File: src/rtl/fft_pkg.sv
// fft_pkg
// Shared definitions for the FFT input-side blocks.
//   FFT_DEPTH / FFT_ADDR_W / FFT_DATA_W : default frame geometry.
//   LOAD / HOLD                         : loader FSM state encoding.
//   bitrev(addr, addr_w)                : reverses the low addr_w bits of addr.
package fft_pkg;

    localparam int FFT_DEPTH  = 16;
    localparam int FFT_ADDR_W = 4;
    localparam int FFT_DATA_W = 32;

    localparam logic LOAD = 1'b0;
    localparam logic HOLD = 1'b1;

    // Widest address the reverser handles; callers pass their real width.
    localparam int BITREV_MAX_W = 16;

    // Reverse the whole BITREV_MAX_W-bit field, then shift the reversed
    // low-order addr_w bits back down to bit 0. With addr_w constant at the
    // call site this reduces to pure wiring.
    function automatic logic [BITREV_MAX_W-1:0] bitrev(
        input logic [BITREV_MAX_W-1:0] addr,
        input int                      addr_w
    );
        logic [BITREV_MAX_W-1:0] rev;
        rev = '0;
        for (int i = 0; i < BITREV_MAX_W; i++) begin
            rev[i] = addr[BITREV_MAX_W-1-i];
        end
        return rev >> (BITREV_MAX_W - addr_w);
    endfunction

endpackage

File: src/rtl/fft_input_loader.sv
// fft_input_loader
// Streams complex samples into the FFT input buffer at bit-reversed (or
// natural) addresses and holds the completed frame until the butterfly
// engine reports compute_done.
//
// Ports:
//   clk, rst_n          clock, synchronous active-low reset
//   s_valid/s_ready     upstream handshake
//   s_data, s_last      upstream sample and end-of-frame marker
//   flush               synchronous abort of partial or held frame
//   compute_done        releases a held frame
//   write_enable        buffer write strobe (1 cycle after handshake)
//   write_address       buffer write address
//   data_in             buffer write data
//   frame_ready         full frame resident in buffer
//   frame_err           one-cycle framing error pulse
//   frame_cnt           completed frames, wraps at 255
//
// State table:
//   state | meaning
//   LOAD  | accepting samples, writing them into the buffer
//   HOLD  | full frame resident, waiting for compute_done
module fft_input_loader
    import fft_pkg::*;
#(
    parameter int DEPTH       = FFT_DEPTH,
    parameter int ADDR_W      = FFT_ADDR_W,
    parameter int DATA_W      = FFT_DATA_W,
    parameter int BIT_REVERSE = 1
) (
    input  logic              clk,
    input  logic              rst_n,
    input  logic              s_valid,
    output logic              s_ready,
    input  logic [DATA_W-1:0] s_data,
    input  logic              s_last,
    input  logic              flush,
    input  logic              compute_done,
    output logic              write_enable,
    output logic [ADDR_W-1:0] write_address,
    output logic [DATA_W-1:0] data_in,
    output logic              frame_ready,
    output logic              frame_err,
    output logic [7:0]        frame_cnt
);

    localparam logic [ADDR_W-1:0] LAST_IDX = ADDR_W'(DEPTH - 1);

    logic              state;
    logic              state_next;
    logic [ADDR_W-1:0] count;
    logic              handshake;
    logic              accept;
    logic              final_sample;
    logic [ADDR_W-1:0] target_addr;

    assign handshake    = s_valid && s_ready;
    // A handshake coinciding with flush is dropped entirely.
    assign accept       = handshake && !flush;
    assign final_sample = (count == LAST_IDX);

    always_comb begin
        target_addr = count;
        if (BIT_REVERSE != 0) begin
            target_addr = ADDR_W'(bitrev(BITREV_MAX_W'(count), ADDR_W));
        end
    end

    always_ff @(posedge clk) begin
        if (!rst_n) begin
            state <= LOAD;
        end else begin
            state <= state_next;
        end
    end

    always_comb begin
        state_next = state;
        if (flush) begin
            state_next = LOAD;
        end else begin
            case (state)
                LOAD: if (handshake && final_sample) state_next = HOLD;
                HOLD: if (compute_done)              state_next = LOAD;
                default:                             state_next = LOAD;
            endcase
        end
    end

    always_comb begin
        s_ready     = (state == LOAD);
        frame_ready = (state == HOLD);
    end

    always_ff @(posedge clk) begin
        if (!rst_n) begin
            count         <= '0;
            write_enable  <= 1'b0;
            write_address <= '0;
            data_in       <= '0;
            frame_err     <= 1'b0;
            frame_cnt     <= '0;
        end else begin
            write_enable <= accept;
            frame_err    <= 1'b0;

            if (flush) begin
                count <= '0;
            end else if (accept) begin
                write_address <= target_addr;
                data_in       <= s_data;

                if (final_sample) begin
                    count     <= '0;
                    frame_cnt <= frame_cnt + 8'd1;
                    // Frame still completes without s_last, but flag it.
                    frame_err <= !s_last;
                end else if (s_last) begin
                    // Short frame: the sample was written, the frame is dropped.
                    count     <= '0;
                    frame_err <= 1'b1;
                end else begin
                    count <= count + 1'b1;
                end
            end
        end
    end

endmodule
File: config.mk
export PLATFORM = sky130hd
export DESIGN_NAME = fft_input_loader
export DESIGN_NICKNAME = d
export VERILOG_FILES = /design/src/rtl/fft_pkg.sv /design/src/rtl/fft_input_loader.sv
export SDC_FILE = /design/constraint.sdc
export NUM_CORES = 1
export LEC_CHECK = 0
export CAP_MARGIN = 20
export CORE_ASPECT_RATIO = 0.7
export CORE_MARGIN = 4
export CORE_UTILIZATION = 65
export DETAILED_ROUTE_END_ITERATION = 7
export DONT_BUFFER_PORTS = 1
export GPL_TIMING_DRIVEN = 0
export PLACE_DENSITY_LB_ADDON = 0.08
export SETUP_SLACK_MARGIN = 0.02
export SLEW_MARGIN = 10
export SYNTH_ARGS = -nofsm -noshare
export SYNTH_HDL_FRONTEND = slang
export SYNTH_SLANG_ARGS = --single-unit
File: constraint.sdc
create_clock -name clk -period 4.3 [get_ports clk]
set_clock_uncertainty 0.2 [all_clocks]
set_input_delay 0.43 -clock clk [delete_from_list [all_inputs] [get_ports clk]]
set_output_delay 0.43 -clock clk [all_outputs]
set_load 0.01 [all_outputs]
# Yosys cells after proc, flatten, opt, wreduce, memory -nomap -nowiden
# Index checks and enable logic that the tools add are counted.
[word_totals] reg_bits=51 wordCells=30
[classes] n_addsub=2 n_eq_ne=1 muxes=7 bitwise=4 n_reduce_logical=9
[ops] cell="8-bit by 1-bit adder with 8-bit output, second input constant" count=1
[ops] cell="4-bit two-way mux" count=2
[ops] cell="4-bit by 1-bit adder with 4-bit output, second input constant" count=1
[ops] cell="4-bit == test, second input constant" count=1
[ops] cell="1-bit two-way mux" count=4
[ops] cell="1-bit NOT" count=4
[ops] cell="1-bit logical AND" count=3
[ops] cell="3-bit AND reduction" count=1
[ops] cell="3-bit OR reduction" count=1
[ops] cell="1-bit logical NOT" count=2
[ops] cell="1-bit case mux with 2 select lines" count=1
[ops] cell="2-bit AND reduction" count=1
[ops] cell="2-bit OR reduction" count=1

# Depth between registers and ports, before layout
# Gate-level depths: netlist of the first run.
[depth] ltp_word=5 ltp_mapped=5 depth_no_buf=4

# Worst setup path before layout of the first run
# Ideal clock, no wire load.
[synth_path] path_kind="reg2reg" start="register count[0]" end="register frame_cnt[6]" arrival_time_ns=1.443 required_ns=4.030 path_slack_ns=2.587 path_stages_with_launch=6 path_buffers=1 period_less_slack_ns=1.713 cell_sequence="dfxtp_1 > ha_1 > nand3_2 > buf_6 > or4_1 > a21oi_1"
[synth_between] elab_chain_len=2
[synth_lines] item="start, declared" line_no="fft_input_loader.sv:51" text="logic [ADDR_W-1:0] count;"
[synth_lines] item="start signal, assigned" line_no="fft_input_loader.sv:123" text="count <= count + 1'b1;"
[synth_lines] item="4-bit == test" line_no="fft_input_loader.sv:60" text="assign final_sample = (count == LAST_IDX);"
[synth_lines] item="3-bit AND reduction (no source line)"
[synth_lines] item="end signal, assigned" line_no="fft_input_loader.sv:115" text="frame_cnt <= frame_cnt + 8'd1;"
[synth_lines] item="end, declared" line_no="fft_input_loader.sv:44" text="output logic [7:0] frame_cnt"
# No other way between the ends.
# A chain may end at the register's enable or synchronous reset.

# Worst setup path in the final report of the first run
# Ends and elaborated chain as after synthesis.

==> results.toml, run 1 <==
[run_status]
status = "complete, no violations"

[finish]
drive_above_1_share_pct = 6.56
fin_cells = 280
nets = 284
antenna_cells = 0
fill_cells = 231
syn2layout_area_growth_pct = 7.61
regArea_um2 = 1020
multi_input_area_um2 = 841

[critical_path]
r2r_slack_ps = 2380
critPathSlowestCell = "or4_1"
start_kind = "flop"
worst-path-max-fanout = 10
critPathRequiredTime_ps = 4330
path_cells = "ha_1 -> nand3_2 -> buf_6 -> or4_1 -> a21oi_1"
cp.buffers_inverters = 1
worstPathArrival_ps = 1960
crit_family = "simple AND/OR/NAND/NOR gates"
path_class = "reg2reg"
max_stage_delay_ps = 490
cp-end-kind = "flop"

[clocking]
clockBufferDepth = 2
holdBufCountCts = 0
cts_sinks = 51
cts.reportedPaths.clkPinSlew_ps = 90
cts_resized = 0
cts_htree_levels = 2
post_cts_buffers = 0
clk_root_buffer_cell = "clkbuf_8"
cts_tree = "built"
numCtsBuffers = 5
clk_latency_ps = 300

[detailed_routing]
wire_per_inst_um = 16.2
drt_iter0_markers = 59
first_pass_iters = 6
vias = 1695
drc = 0
drt_wl_total_um = 4530
viasPerCell = 6.05
postRouteAntennaNets = 0

[grt]
antenna_found_initial = 0
grt_pass1_wl_um = 6990
track_usage_pct = 23.2
grt_pass1_vias = 1577
gr-total-overflow = 0
grt_max_degree = 15

[synth]
yosysSeqAreaShare_pct = 52.6
postSynthAreaPerCell_um2 = 8.19
synth.area.top_cells = "dfxtp_1 (53%), nand2_1 (15%), a21oi_1 (12%), or4_1 (2.3%), buf_2 (1.5%)"
synth-edff-count = 0
yosys_warnings = 0
synthTopCellsByCount = "nand2_1 (79), dfxtp_1 (51), a21oi_1 (45), clkbuf_1 (8)"
yosysTopAreaCell = "dfxtp_1"
synth_fp_nets = 277
synth_flop_cell = "dfxtp_1"
yosysTopAreaCellShare_pct = 52.6
ys_ff_latch = 51
ys_types = 30
syn_area_um2 = 1940
synthCells = 237
synth.most_common_cell = "nand2_1"
synthArstFlopShare_pct = 0

[sta]
drv_slew = 0
slew_headroom_pct = 71.5
hold_viol_final = 0
finalCriticalPeriod_ps = 1920
fin_tns_setup_ps = 0
setup_viol = 0
timing.final.crit_share_pct = 44.7
fmax_ghz = 0.521
rsz0062_at_grt = "no"
worstMarginPinSlew_ps = 428
holdWs_ps = 59.1

[worst_hold_path]
hp-class = "in2reg"

[pwr]
leakage_nw = 0.717
ir_worst_vdd_mv = 0.246
power_mw = 0.865
power_density_nw_per_um2 = 414

[placed_design]
hpwl_um = 3380
finalWeightedCongestion = 0.786
place_inst = 273
numPortBuffers = 0

[run]
drv_cap = 0

[floorplan]
die_w_um = 73.3
start_util_pct = 68.7
design.core.area_um2 = 2820
die_area_um2 = 3940
io_pins = 86
row_count = 16
die_h_um = 53.7
[layout by cell type (no fill, tap or decap), types with 3 or more instances in the layout]
cell type  Yosys  layout
o31ai_1        4       4
nand3_1        4       4
dfxtp_1       51      51
clkbuf_1       8       9
buf_2          6       6
o21ai_0        3       3
or4_1          6       6
a21oi_1       45      45
nand2b_1       4       4
nand4_1        4       4
nand2_1       79      79
clkbuf_8       0       5
[logic make-up (layout without fill, tap and decap cells)]
logic type / count (synthesis) / after routing / share of synthesized area, %
xor+xnor: 1 / 1 / 0.451
simple gates: 109 / 109 / 25.7
compound gates: 55 / 55 / 14.9
flops: 51 / 51 / 52.6
mux: 2 / 2 / 1.03
fa+ha+maj: 2 / 2 / 1.29
buf+inv: 17 / 24 / 4.06
[registers in the layout, summed over array words and instances (netlist names)]
register       count
frame_cnt          8
frame_ready        1
frame_err          1
data_in           32
count              4
write_enable       1
write_address      4
[routing by layer]
metal / routed length [um] / global-route usage [%] / up-vias
met2: 2090 / 37.5 / 87
met5: 0 / 0 / -
met3: 528 / 7.65 / 14
li1: - / - / 818
met1: 1840 / 29.2 / 776
met4: 61 / 8.73 / 0
[worst paths after layout]
check | start | to | cells past startpoint
max reg2reg | count[0] | frame_cnt[6] | 5
min reg2reg | data_in[20] | data_in[20] | 2
min | s_data[30] | data_in[30] | 2
max | count[0] | frame_cnt[6] | 5
[final cells by class]
type	count	share of cell area, %
Multi-Input combinational cell	169	40.3
Sequential cell	51	48.9
Buffer	15	3.42
Clock buffer	6	3.48
Inverter	2	0.359
Tap cell	36	2.16
Clock inverter	1	1.44
[where the power goes]
group	leakage [nW]	switching (mW)	internal, mW
sequential	0.415	0.0168	0.487
clock	0.0513	0.146	0.171
combinational	0.251	0.0297	0.0150
[stage by stage]
stage	instance area (um^2)	utilization [%]	setup slack, ps
after floorplan	1940	-	2590
after global placement	1990	70.3	2430
after detailed placement	1990	70.3	2390
after CTS	2090	74.0	2380
after global routing	2090	74.0	2240
final	2090	74.0	2380
[worst register-to-register path, stage by stage (launching register included)]
cell,delay [ps]
dfxtp_1,430
ha_1,280
nand3_2,140
buf_6,170
or4_1,490
a21oi_1,150
No activity file was read; power rests on OpenSTA's default activity.
==> run 2: changes to the inputs <==
Settings changed: CORE_UTILIZATION 65 to 61.
Clock period 4.3 ns to 1.9 ns, I/O delays scaled along.
==> run 2 against run 1 <==
  * The flow now finishes with violations (negative hold slack)
  * Cell area up 18%
  * Largest cell class unchanged
  * Clock-buffer cell count stayed put
  * Clock power up 130%
  * Register-to-register slack lost 2300 ps
  * Via count is 11% higher
  * Core utilization is 10 points higher
==> results.toml, run 2 (same netlist as run 1, synthesis figures left out) <==
[grt]
grt_pass1_wl_um = 8420
gr-total-overflow = 0
grt_pass1_vias = 1852
track_usage_pct = 27.3
grt_max_degree = 15
antenna_found_initial = 0

[floorplan]
start_util_pct = 66.4
row_count = 16
die_w_um = 75.4
design.core.area_um2 = 2920
die_h_um = 55.2
die_area_um2 = 4160
io_pins = 86

[critical_path]
timing.rr.start = "count[0]"
cp.buffers_inverters = 1
worst-path-max-fanout = 10
r2r.worst_path.cells = 5
r2r-end = "frame_cnt[6]"
start_kind = "flop"
critPathSlowestCell = "or4_1"
path_class = "reg2reg"
cp-end-kind = "flop"
worstPathArrival_ps = 1830
r2r_slack_ps = 100
startpoint = "count[0]"
critPathRequiredTime_ps = 1930
path_cells = "ha_4 -> nand3_2 -> buf_6 -> or4_1 -> a21oi_1"
max_stage_delay_ps = 490
crit_family = "simple AND/OR/NAND/NOR gates"

[detailed_routing]
drt_wl_total_um = 5590
drc = 0
postRouteAntennaNets = 0
viasPerCell = 5.95
first_pass_iters = 4
vias = 1881
drt_iter0_markers = 109
wire_per_inst_um = 17.7

[worst_hold_path]
holdCritStartpoint = "s_last"
hp-class = "in2reg"
hold_end = "count[2]"
hold_depth = 3

[placed_design]
place_inst = 273
finalWeightedCongestion = 0.756
placed_area_um2 = 1990
hpwl_um = 3500
numPortBuffers = 0

[finish]
fin_cells = 316
nets = 320
largest_reg_flops = 32
final_cell_mix = "nand2_1 (79), dfxtp_1 (49), a21oi_1 (45), dlygate4sd3_1 (36), clkbuf_1 (9)"
top_regs = "data_in (32), frame_cnt (8)"
drive_above_1_share_pct = 6.79
final_common_cell = "nand2_1"
design_area_um2 = 2460
antenna_cells = 0
syn2layout_area_growth_pct = 27.0
top_register = "data_in"

[pwr]
power_frac_comb_pct = 8.5
ir_worst_vdd_mv = 0.665
p_sw_share_pct = 22.9
power_mw = 2.04
power.internal_mw = 1.57
leakage_nw = 0.866
p_seq_share_pct = 56.0
power_density_nw_per_um2 = 827
clkPwrFrac_pct = 35.5
p_sw_mw = 0.467

[run_status]
violations = "negative hold slack"
status = "finished, violations left"

[clocking]
clk_latency_ps = 310
numCtsBuffers = 5
post_cts_buffers = 0
cts_tree = "built"
cts_sinks = 51
clockBufferDepth = 2
cts_htree_levels = 2
cts.reportedPaths.clkPinSlew_ps = 90
clk_root_buffer_cell = "clkbuf_8"

[sta]
drv_slew = 0
setup_viol = 0
rsz0062_at_grt = "no"
worstMarginPinSlew_ps = 456
finalCriticalPeriod_ps = 1800
fmax_ghz = 0.555
slew_headroom_pct = 69.6
timing.final.crit_share_pct = 94.8
fin_tns_setup_ps = 0
holdWs_ps = -0.154
hold_viol_final = 1

[run]
drv_cap = 0
==> run 2: layout make-up <==
cell class,count,area [um^2]
Sequential cell,51,1020
Multi-Input combinational cell,169,853
Fill cell,178,459
Timing Repair Buffer,36,360
Clock buffer,6,72.6
Buffer,15,71.3
Tap cell,36,45.0
Clock inverter,1,30.0
Inverter,2,7.51
==> run 2: tightest hold or removal path, cell delays in order <==
cell,delay [ps]
nor2_1,30
o21ai_0,170
a21oi_1,70
==> run 2: timing repair <==
item,in CTS,in global routing
endpoints found under the hold margin,42,0
hold buffers,36,0
gates cloned,0,0
resized for setup,3,1
endpoints found under the setup margin,1,1
==> run 2: metrics by stage <==
| stage | setup slack [ps] | util [%] |
|---|---|---|
| after floorplan | 187 | - |
| after global placement | 48.7 | 67.9 |
| after detailed placement | -27.4 | 67.9 |
| after CTS | 59.5 | 84.2 |
| after global routing | 29.9 | 84.3 |
| final | 98.5 | 84.3 |
==> run 2: how the worst max path moves through the flow <==
stage                         to  cells past startpoint
floorplan           frame_cnt[6]                      5
global placement    frame_cnt[6]                      5
detailed placement  frame_cnt[6]                      5
CTS                 frame_cnt[6]                      5
global route         data_in[17]                      5
finish              frame_cnt[6]                      5
==> run 2: power groups by stage <==
| stage | logic, mW | clock network, mW | registers (mW) |
|---|---|---|---|
| floorplan | 0.0798 | 0 | 1.16 |
| global placement | 0.0942 | 0 | 1.16 |
| detailed placement | 0.101 | 0 | 1.17 |
| CTS | 0.163 | 0.720 | 1.14 |
| global route | 0.189 | 0.769 | 1.15 |
| finish | 0.172 | 0.724 | 1.14 |
==> run 2: per-layer routing <==
layer  share of wire [%]  up-vias  global-route usage (%)
li1                    -      887                       -
met1                  38      856                    30.2
met2                  48      112                    46.0
met3                  10       26                    9.75
met4                 3.4        0                    16.0
met5                   0        -                       0
